File: config.mk
export PLATFORM = sky130hd
export DESIGN_NAME = epoca_treino
export DESIGN_NICKNAME = d
export VERILOG_FILES = /design/src/rtl/epoca_treino.sv
export SDC_FILE = /design/constraint.sdc
export NUM_CORES = 2
export LEC_CHECK = 0
export CAP_MARGIN = 10
export CORE_MARGIN = 3
export CORE_UTILIZATION = 35
export CTS_CLUSTER_SIZE = 40
export DETAILED_ROUTE_END_ITERATION = 10
export PLACE_DENSITY = 0.61
export SLEW_MARGIN = 15
export SYNTH_ARGS = -nofsm -noshare
export SYNTH_HDL_FRONTEND = slang
export SYNTH_SLANG_ARGS = --single-unit
File: constraint.sdc
create_clock -name clk -period 1.8 [get_ports clk]
set_clock_uncertainty 0.1 [all_clocks]
set_input_delay 0.45 -clock clk [delete_from_list [all_inputs] [get_ports clk]]
set_output_delay 0.45 -clock clk [all_outputs]
set_load 0.1 [all_outputs]
File: src/rtl/epoca_treino.sv
// rtl/epoca_treino.sv - one FP16 perceptron training step (2 inputs + bias, delta rule)
// Contains the FP16 multiply and add/subtract units used by the top-level datapath.

module fp16_mul (
    input  logic [15:0] a,
    input  logic [15:0] b,
    output logic [15:0] y
);
    logic              sa, sb, sy;
    logic [4:0]        ea, eb;
    logic [9:0]        fa, fb, mant;
    logic              a_nan, b_nan, a_inf, b_inf, a_zero, b_zero;
    logic              g, st, rnd;
    logic [21:0]       prod;
    logic [10:0]       mant_r;
    logic signed [7:0] exp_r;

    always_comb begin
        sa     = a[15];
        ea     = a[14:10];
        fa     = a[9:0];
        sb     = b[15];
        eb     = b[14:10];
        fb     = b[9:0];
        sy     = sa ^ sb;
        a_nan  = (ea == 5'h1f) && (fa != 10'h000);
        b_nan  = (eb == 5'h1f) && (fb != 10'h000);
        a_inf  = (ea == 5'h1f) && (fa == 10'h000);
        b_inf  = (eb == 5'h1f) && (fb == 10'h000);
        a_zero = (ea == 5'h00);
        b_zero = (eb == 5'h00);

        prod = {11'd0, 1'b1, fa} * {11'd0, 1'b1, fb};
        if (prod[21]) begin
            mant  = prod[20:11];
            g     = prod[10];
            st    = |prod[9:0];
            exp_r = $signed({3'b000, ea}) + $signed({3'b000, eb}) - 8'sd14;
        end else begin
            mant  = prod[19:10];
            g     = prod[9];
            st    = |prod[8:0];
            exp_r = $signed({3'b000, ea}) + $signed({3'b000, eb}) - 8'sd15;
        end
        rnd    = g & (st | mant[0]);
        mant_r = {1'b0, mant} + {10'd0, rnd};
        if (mant_r[10]) begin
            exp_r = exp_r + 8'sd1;
        end

        if (a_nan || b_nan || (a_inf && b_zero) || (a_zero && b_inf)) begin
            y = 16'h7E00;
        end else if (a_inf || b_inf) begin
            y = {sy, 5'h1f, 10'h000};
        end else if (a_zero || b_zero) begin
            y = 16'h0000;
        end else if (exp_r >= 8'sd31) begin
            y = {sy, 5'h1f, 10'h000};
        end else if (exp_r <= 8'sd0) begin
            y = {sy, 15'h0000};
        end else begin
            y = {sy, exp_r[4:0], mant_r[9:0]};
        end
    end
endmodule

module fp16_add (
    input  logic [15:0] a,
    input  logic [15:0] b,
    input  logic        sub,
    output logic [15:0] y
);
    logic              sa, sb, sl, ss, eff_sub, cancel, sticky, g, st, rnd;
    logic              a_nan, b_nan, a_inf, b_inf, a_zero, b_zero;
    logic [4:0]        ea, eb, el, es, dexp;
    logic [9:0]        fa, fb, fl, fs, mant;
    logic [13:0]       ml, ms, ms_sh, diff, norm;
    logic [14:0]       sum;
    logic [3:0]        lz;
    logic [10:0]       mant_r;
    logic signed [7:0] exp_n;

    always_comb begin
        sa     = a[15];
        ea     = a[14:10];
        fa     = a[9:0];
        sb     = b[15] ^ sub;
        eb     = b[14:10];
        fb     = b[9:0];
        a_nan  = (ea == 5'h1f) && (fa != 10'h000);
        b_nan  = (eb == 5'h1f) && (fb != 10'h000);
        a_inf  = (ea == 5'h1f) && (fa == 10'h000);
        b_inf  = (eb == 5'h1f) && (fb == 10'h000);
        a_zero = (ea == 5'h00);
        b_zero = (eb == 5'h00);

        if ({ea, fa} >= {eb, fb}) begin
            sl = sa; el = ea; fl = fa;
            ss = sb; es = eb; fs = fb;
        end else begin
            sl = sb; el = eb; fl = fb;
            ss = sa; es = ea; fs = fa;
        end

        // Three extra bits act as guard/round/sticky for the aligned operand
        dexp   = el - es;
        ml     = {1'b1, fl, 3'b000};
        ms     = {1'b1, fs, 3'b000};
        sticky = 1'b0;
        if (dexp >= 5'd14) begin
            ms_sh = 14'd1;
        end else begin
            ms_sh  = ms >> dexp;
            sticky = |(ms & ((14'd1 << dexp) - 14'd1));
        end
        ms_sh[0] = ms_sh[0] | sticky;

        eff_sub = sl ^ ss;
        exp_n   = $signed({3'b000, el});
        sum     = {1'b0, ml} + {1'b0, ms_sh};
        diff    = ml - ms_sh;
        lz      = 4'd0;
        for (int i = 0; i < 14; i++) begin
            if (diff[i]) begin
                lz = 4'(13 - i);
            end
        end
        cancel = eff_sub && (diff == 14'd0);

        if (!eff_sub) begin
            if (sum[14]) begin
                norm  = sum[14:1] | {13'd0, sum[0]};
                exp_n = exp_n + 8'sd1;
            end else begin
                norm = sum[13:0];
            end
        end else begin
            norm  = diff << lz;
            exp_n = exp_n - $signed({4'b0000, lz});
        end

        mant   = norm[12:3];
        g      = norm[2];
        st     = |norm[1:0];
        rnd    = g & (st | mant[0]);
        mant_r = {1'b0, mant} + {10'd0, rnd};
        if (mant_r[10]) begin
            exp_n = exp_n + 8'sd1;
        end

        if (a_nan || b_nan || (a_inf && b_inf && (sa != sb))) begin
            y = 16'h7E00;
        end else if (a_inf) begin
            y = {sa, 5'h1f, 10'h000};
        end else if (b_inf) begin
            y = {sb, 5'h1f, 10'h000};
        end else if (a_zero && b_zero) begin
            y = {sa & sb, 15'h0000};
        end else if (a_zero) begin
            y = {sb, eb, fb};
        end else if (b_zero) begin
            y = {sa, ea, fa};
        end else if (cancel) begin
            y = 16'h0000;
        end else if (exp_n >= 8'sd31) begin
            y = {sl, 5'h1f, 10'h000};
        end else if (exp_n <= 8'sd0) begin
            y = {sl, 15'h0000};
        end else begin
            y = {sl, exp_n[4:0], mant_r[9:0]};
        end
    end
endmodule

module epoca_treino #(
    parameter int WIDTH = 16
) (
    input  logic             clk,
    input  logic             reset,
    input  logic [WIDTH-1:0] in1,
    input  logic [WIDTH-1:0] in2,
    input  logic [WIDTH-1:0] d,
    input  logic [WIDTH-1:0] u,
    input  logic [WIDTH-1:0] w0,
    input  logic [WIDTH-1:0] w1,
    input  logic [WIDTH-1:0] w2,
    output logic [WIDTH-1:0] result,
    output logic [WIDTH-1:0] w0_aux,
    output logic [WIDTH-1:0] w1_aux,
    output logic [WIDTH-1:0] w2_aux
);
    logic [15:0] p1, p2, s1, s, y, e, ue, t1, t2, w0_n, w1_n, w2_n;
    logic        s_pos, s_nan;
    logic [15:0] result_d, result_q, w0_aux_d, w0_aux_q;
    logic [15:0] w1_aux_d, w1_aux_q, w2_aux_d, w2_aux_q;

    fp16_mul u_mul_p1 (.a(w1), .b(in1), .y(p1));
    fp16_mul u_mul_p2 (.a(w2), .b(in2), .y(p2));
    fp16_add u_add_s1 (.a(w0), .b(p1), .sub(1'b0), .y(s1));
    fp16_add u_add_s  (.a(s1), .b(p2), .sub(1'b0), .y(s));

    // A NaN sum carries sign 0 but must not fire the neuron
    always_comb begin
        s_nan = (s[14:10] == 5'h1f) && (s[9:0] != 10'h000);
        s_pos = !s[15] && (s[14:0] != 15'h0000) && !s_nan;
        y     = s_pos ? 16'h3C00 : 16'h0000;
    end

    fp16_add u_add_e  (.a(d), .b(y), .sub(1'b1), .y(e));
    fp16_mul u_mul_ue (.a(u), .b(e), .y(ue));
    fp16_mul u_mul_t1 (.a(ue), .b(in1), .y(t1));
    fp16_mul u_mul_t2 (.a(ue), .b(in2), .y(t2));
    fp16_add u_add_w0 (.a(w0), .b(ue), .sub(1'b0), .y(w0_n));
    fp16_add u_add_w1 (.a(w1), .b(t1), .sub(1'b0), .y(w1_n));
    fp16_add u_add_w2 (.a(w2), .b(t2), .sub(1'b0), .y(w2_n));

    always_comb begin
        result_d = y;
        w0_aux_d = w0_n;
        w1_aux_d = w1_n;
        w2_aux_d = w2_n;
    end

    always_ff @(posedge clk or negedge reset) begin
        if (!reset) begin
            result_q <= 16'h0000;
            w0_aux_q <= 16'h0000;
            w1_aux_q <= 16'h0000;
            w2_aux_q <= 16'h0000;
        end else begin
            result_q <= result_d;
            w0_aux_q <= w0_aux_d;
            w1_aux_q <= w1_aux_d;
            w2_aux_q <= w2_aux_d;
        end
    end

    assign result = result_q;
    assign w0_aux = w0_aux_q;
    assign w1_aux = w1_aux_q;
    assign w2_aux = w2_aux_q;
endmodule

; Yosys cells after proc, flatten, opt, wreduce, memory -nomap -nowiden
; Index checks and enable logic that the tools add are counted.
; Widths: inputs -> output; s select.
[classes]
add_sub_neg = 73
mul = 5
magnitude_cmp = 34
eq_ne = 22
n_shift = 18
n_mux = 267
n_bitwise = 58
n_reduce_logical = 181
[ops]
columns = cell, n
row1 = $mux 16, 57
row2 = $mux 4, 84
row3 = $mux 15, 22
row4 = $mux 8, 22
row5 = $mux 10, 17
row6 = $reduce_bool 10->1, 16
row7 = $mux 13, 12
row8 = $logic_not 10->1, 15
row9 = $add 10x1->11, 11
row10 = $mul 11x11->22, 5
row11 = $mux 14, 7
row12 = $add 14x14->15, 6
row13 = $add 8x2->8 const B, 11
row14 = $ge 8x6->1 const B, 11
row15 = $le 8x1->1 const B, 11
row16 = $and 14x14->14, 6
row17 = $logic_not 14->1, 6
row18 = $reduce_or 14->1, 6
row19 = $shl 1x5->14 const A, 6
row20 = $shl 14x4->13, 6
row21 = $shr 14x5->14, 6
row22 = $sub 14x1->14 const B, 6
row23 = $sub 14x14->14, 6
row24 = $sub 8x5->8 const B, 10
row25 = 26 further kinds, 293
[totals]
reg_bits = 62
word_cells = 662

; Logic depth before layout (Yosys ltp)
[logic_depth]
word_depth = 208
depth_mapped = 379
depth_no_buf = 348

; Modules after synthesis
; A second synthesis with hierarchy kept.
[hier_totals]
hier_cells = 9053
hier_area_um2 = 66373.7
[by_module_without_submodules]
columns = module, n_inst, cells_per_inst, area_each_um2, seq_area_each_um2
row1 = fp16_add, 6, 856, 5765.5, 0.0
row2 = fp16_mul at u_mul_t1 ..., 2, 773, 6128.4, 0.0
row3 = fp16_mul at u_mul_p1, 1, 768, 6139.6, 0.0
row4 = fp16_mul at u_mul_ue, 1, 765, 6048.3, 0.0
row5 = fp16_mul at u_mul_p2, 1, 762, 5918.2, 0.0
row6 = epoca_treino, 1, 76, 1417.6, 1226.2

; Worst setup path after synthesis
; OpenSTA, ideal clock, no wires.
[synth_path]
path_type = input-to-reg
start = input port in1[8]
end = register w1_aux_q[3] (netlist: w1_aux[3])
setup_ns = 0.078
arrival_time_ns = 66.433
slack_ns = -64.811
cell_stages = 354
path_cell_list = clkbuf_1 inv_1 buf_1 nor2_1 fa_1 inv_1 fa_1 inv_1 fa_1 fa_1 inv_1 fa_1 inv_1 ha_1 buf_4 a21oi_4 o21ai_2 a221o_1 [... 318 more ...] nor2_1 nor2_1 nor2_1 or3_1 buf_1 clkbuf_1 nand2_1 o21ai_0 o22ai_1 o21a_1 ha_1 ha_1 nand3_1 or3_1 nor3_4 mux2i_1 nand4_1 a21oi_1
[synth_between]
elab_chain_cells = 208
[synth_lines]
columns = element, line
row1 = start: declaration, 180  ; input logic [WIDTH-1:0] in1,
row2 = $mul 11x11->22, 33  ; prod = {11'd0, 1'b1, fa} * {11'd0, 1'b1, fb};
row3 = $reduce_or 10->1 / $reduce_or 9->1 (equally long branches), "37, 42"
row4 = $mux 1, 34  ; if (prod[21]) begin
row5 = $or 1x1->1, 45  ; rnd = g & (st | mant[0]);
row6 = $and 1x1->1, 45
row7 = $add 10x1->11, 46  ; mant_r = {1'b0, mant} + {10'd0, rnd};
row8 = $mux 8, 47  ; if (mant_r[10]) begin
row9 = $le 8x1->1, 59  ; end else if (exp_r <= 8'sd0) begin
row10 = [... 91 more ...], --
row11 = named net s_pos, 193  ; logic s_pos, s_nan;
row12 = [... 102 more ...], --
row13 = $mux 16, 163  ; end else if (cancel) begin
row14 = $mux 16, 161  ; end else if (b_zero) begin
row15 = $mux 16, 159  ; end else if (a_zero) begin
row16 = $mux 16, 157  ; end else if (a_zero && b_zero) begin
row17 = $mux 16, 155  ; end else if (b_inf) begin
row18 = $mux 16, 153  ; end else if (a_inf) begin
row19 = $mux 16 (*), 151  ; if (a_nan || b_nan || (a_inf && b_inf && (sa != sb))) begin
row20 = named net u_add_w1.y[3], 71  ; output logic [15:0] y
row21 = end signal: assignment, 233  ; w1_aux_q <= w1_aux_d;
row22 = end: declaration, 195  ; logic [15:0] w1_aux_d, w1_aux_q, w2_aux_d, w2_aux_q;
; Mark *: on every way through the listed nets, which the timed path passes. The rest lies on a longest branch.

; Worst setup path after layout
[layout_path]
start = input port in1[5]
end = register w1_aux_q[6] (netlist: w1_aux[6])
[layout_between]
elab_chain_cells = 208
[layout_lines]
columns = element, line
row1 = $mul 11x11->22, 33
row2 = $reduce_or 10->1 / $reduce_or 9->1 (equally long branches), "37, 42"
row3 = $mux 1, 34
row4 = $or 1x1->1, 45
row5 = $and 1x1->1, 45
row6 = $add 10x1->11, 46
row7 = $mux 8, 47
row8 = $le 8x1->1, 59
row9 = [... 193 more ...], --
row10 = $mux 16, 163
row11 = $mux 16, 161
row12 = $mux 16, 159
row13 = $mux 16, 157
row14 = $mux 16, 155
row15 = $mux 16, 153
row16 = $mux 16 (*), 151
row17 = named net u_add_w1.y[6], 71
; Marked as above.

==> results by group <==
Critical path
  • CP max FO: 8
  • Most used cell along the critical path: ha_4
  • WS Path Type: input pin to register
  • Worst path bufs/invs: 39
  • CP startpoint kind: input pin
  • WP data required: between 1.5 and 2 ns
  • Arrival time worst endpoint: ~58 ns
  • Slowest CP cell: fa_2
  • Max incr delay on CP: 0.59 ns
  • Critical path endpoint category: register
  • Largest delay share family, worst path: compound AO/OA/AOI/OAI gates

Layout
  • # nets final: ~13,000
  • P&R area growth vs syn: 57.9%
  • Layout cells sized above 1: roughly two fifths
  • Non-filler instance count after layout: about 14,000
  • Final instance area: between 90,000 and 100,000 sq um

Placement
  • GPL Wtd Cong: approximately 1.1
  • DP Wirelength: between 200,000 and 250,000 um
  • Inst Count DP: between 10,000 and 15,000
  • DP Area: ~90,000 sq um
  • PortBufs: approximately 170

STA
  • F_max: ~17 MHz
  • Minimum clock period: about 57 ns
  • Count of final setup violators: slightly below 50
  • Tightest Pin Transition: ~0.88 ns
  • Post-Route Setup TNS: -2558.32 ns
  • RSZ-0062 raised after global routing: true
  • Final Max Slew Viols: 0
  • Hold slack: around 0.38 ns
  • Tcrit/Tclk final: 3190%
  • Final hold vios: 0
  • Slew headroom: a little over 40%
  • Setup slack after layout: -55.53 ns

Die
  • Core area: 175,000 sq um
  • Die width: 427 um
  • Chip height: ~430 um
  • IO Pins: roughly 180
  • # rows: between 150 and 200
  • Initial Utilization: a little over a third
  • Die area: about 180,000 sq um

Global route
  • GRT Total Usage: around 30%
  • GR Overflow Total: 0
  • Vias in the first global route: 78,800
  • Initial antenna violation count: 11
  • Largest net degree at the start of global routing: 42
  • Global-route wire length before repair: 440,000 um

Yosys
  • Syn_area_per_cell: ~7.2 sq um
  • Top-area cell type share of the netlist area: between 10% and 20%
  • Synth async-reset ratio: 100%
  • Mapped Cells: 8,617
  • Netlist cell types: 185
  • FF+latch count, synth: 49
  • Main synth FF type: dfrtp_1
  • Synth area leaders: fa_1 13%, ha_1 13%, nand2_1 5.7%
  • Count leader, synth: nand2_1
  • Sequential-to-total area share from yosys stat: roughly 2.0%
  • Post-synth top area cell: fa_1
  • Mapped Area: 61,900 sq um
  • Top post-synthesis cells by count: 940 x nand2_1, 915 x inv_1, 864 x nor2_1
  • Synth warnings: 0
  • EDFF count, synth: 0

Job
  • Maxcap violations: 0

Route
  • DR vias/cell: roughly 5.6
  • Total number of vias: between 70,000 and 80,000
  • Total Routed Length: a little under 300,000 um
  • ANT nets after route: 0
  • Number of DRC markers in iteration 0: 6,470
  • # DRC: 0
  • Avg WL per Cell: a little over 20 um
  • TritonRoute pass-1 iters: 8

Run status
  • Run status: finished with violations
  • Violated checks: setup timing

CTS
  • CTS tree: yes
  • Clock Pin Slew Worst Setup and Hold Paths: 0.09 ns
  • Num CTS Buffers: 5
  • Maximum clock insertion buffer count: 2
  • Number of clock sinks: 49
  • H-tree depth: 2
  • Clk root buf: clkbuf_16

Min path
  • HP Class: input pin to asynchronous set/reset pin
==> per-stage QoR <==
stage / setup slack, ns / util, %
6_report: -55.53 / 55.9
3_3_place_gp: -56.45 / 51.4
2_1_floorplan: -58.40 / -
5_1_grt: -58.25 / 55.9
3_5_place_dp: -57.77 / 51.4
4_1_cts: -54.64 / 53.8
==> routing by layer <==
layer / track usage (%) / wire [um] / part of all wire, %
met5: 0 / 35 / 0.012
met1: 38.0 / 119000 / 41
met3: 3.80 / 18900 / 6.5
met4: 14.1 / 16100 / 5.5
met2: 50.7 / 136000 / 47
==> cells by family (layout without fill, tap and decap cells) <==
logic type,after synthesis,in the layout,share of synthesized area (%)
xor gates and xnor gates,386,386,5.54
adders and majority gates,1038,1038,26.0
other,1,20,0.00606
buffers and inverters,1360,4656,9.67
DFF,49,49,1.98
muxes,194,195,3.66
AOI/OAI and AO/OA,2389,2389,27.7
and+or+nand+nor,3200,3201,25.4
==> cell type report <==
type	instances	area [sq um]
fill	16100	77000
sequential	49	1230
clock buffer	6	139
antenna	8	20.0
timing repair buffer	3694	29300
tap	2325	2910
inverter	953	3680
multi-input combinational	7221	60500
clock inverter	2	16.3
timing repair inverter	1	6.26
==> flip-flops by register name (all words and copies together), names as in the netlist <==
signal and count:
w0_aux 16, w1_aux 16, w2_aux 16, result 1
==> final timing paths <==
check,depth (start not counted),slack [ns],startpoint,end
worst max-delay path,326,-55.53,in1[5],w1_aux[6]
worst min-delay path,2,0.38,reset,w0_aux[1]
max in group asynchronous,3,0.63,reset,w2_aux[0]
min in group clk,4,0.54,w1[0],w1_aux[0]
==> cells in the final DEF, fill, tap and decap left out, types with 93 or more instances in the layout <==
cell / count
fa_1: 402
buf_4: 3409
and3_1: 93
ha_1: 502
mux2i_1: 115
a21oi_1: 444
xnor2_1: 236
and2_1: 158
clkdlybuf4s50_1: 94
ha_4: 95
nand4_1: 101
a21o_1: 104
nor2_1: 765
o21ai_0: 320
buf_6: 97
nand3_1: 233
xor2_1: 114
o21ai_1: 94
inv_1: 849
nand2_1: 874
o211ai_1: 117
nor3_1: 170
==> timing repair <==
action,4_1_cts,5_1_grt
hold endpoints to repair,14,0
endpoints found under the setup margin,49,49
gates resized for setup,451,640
buffers inserted,267,136
gates cloned,5,1
pin swaps,340,403
hold buffers,1,0
Power is not shown: default switching activity piles up to over one toggle a cycle in this logic, so the estimate is an artifact.
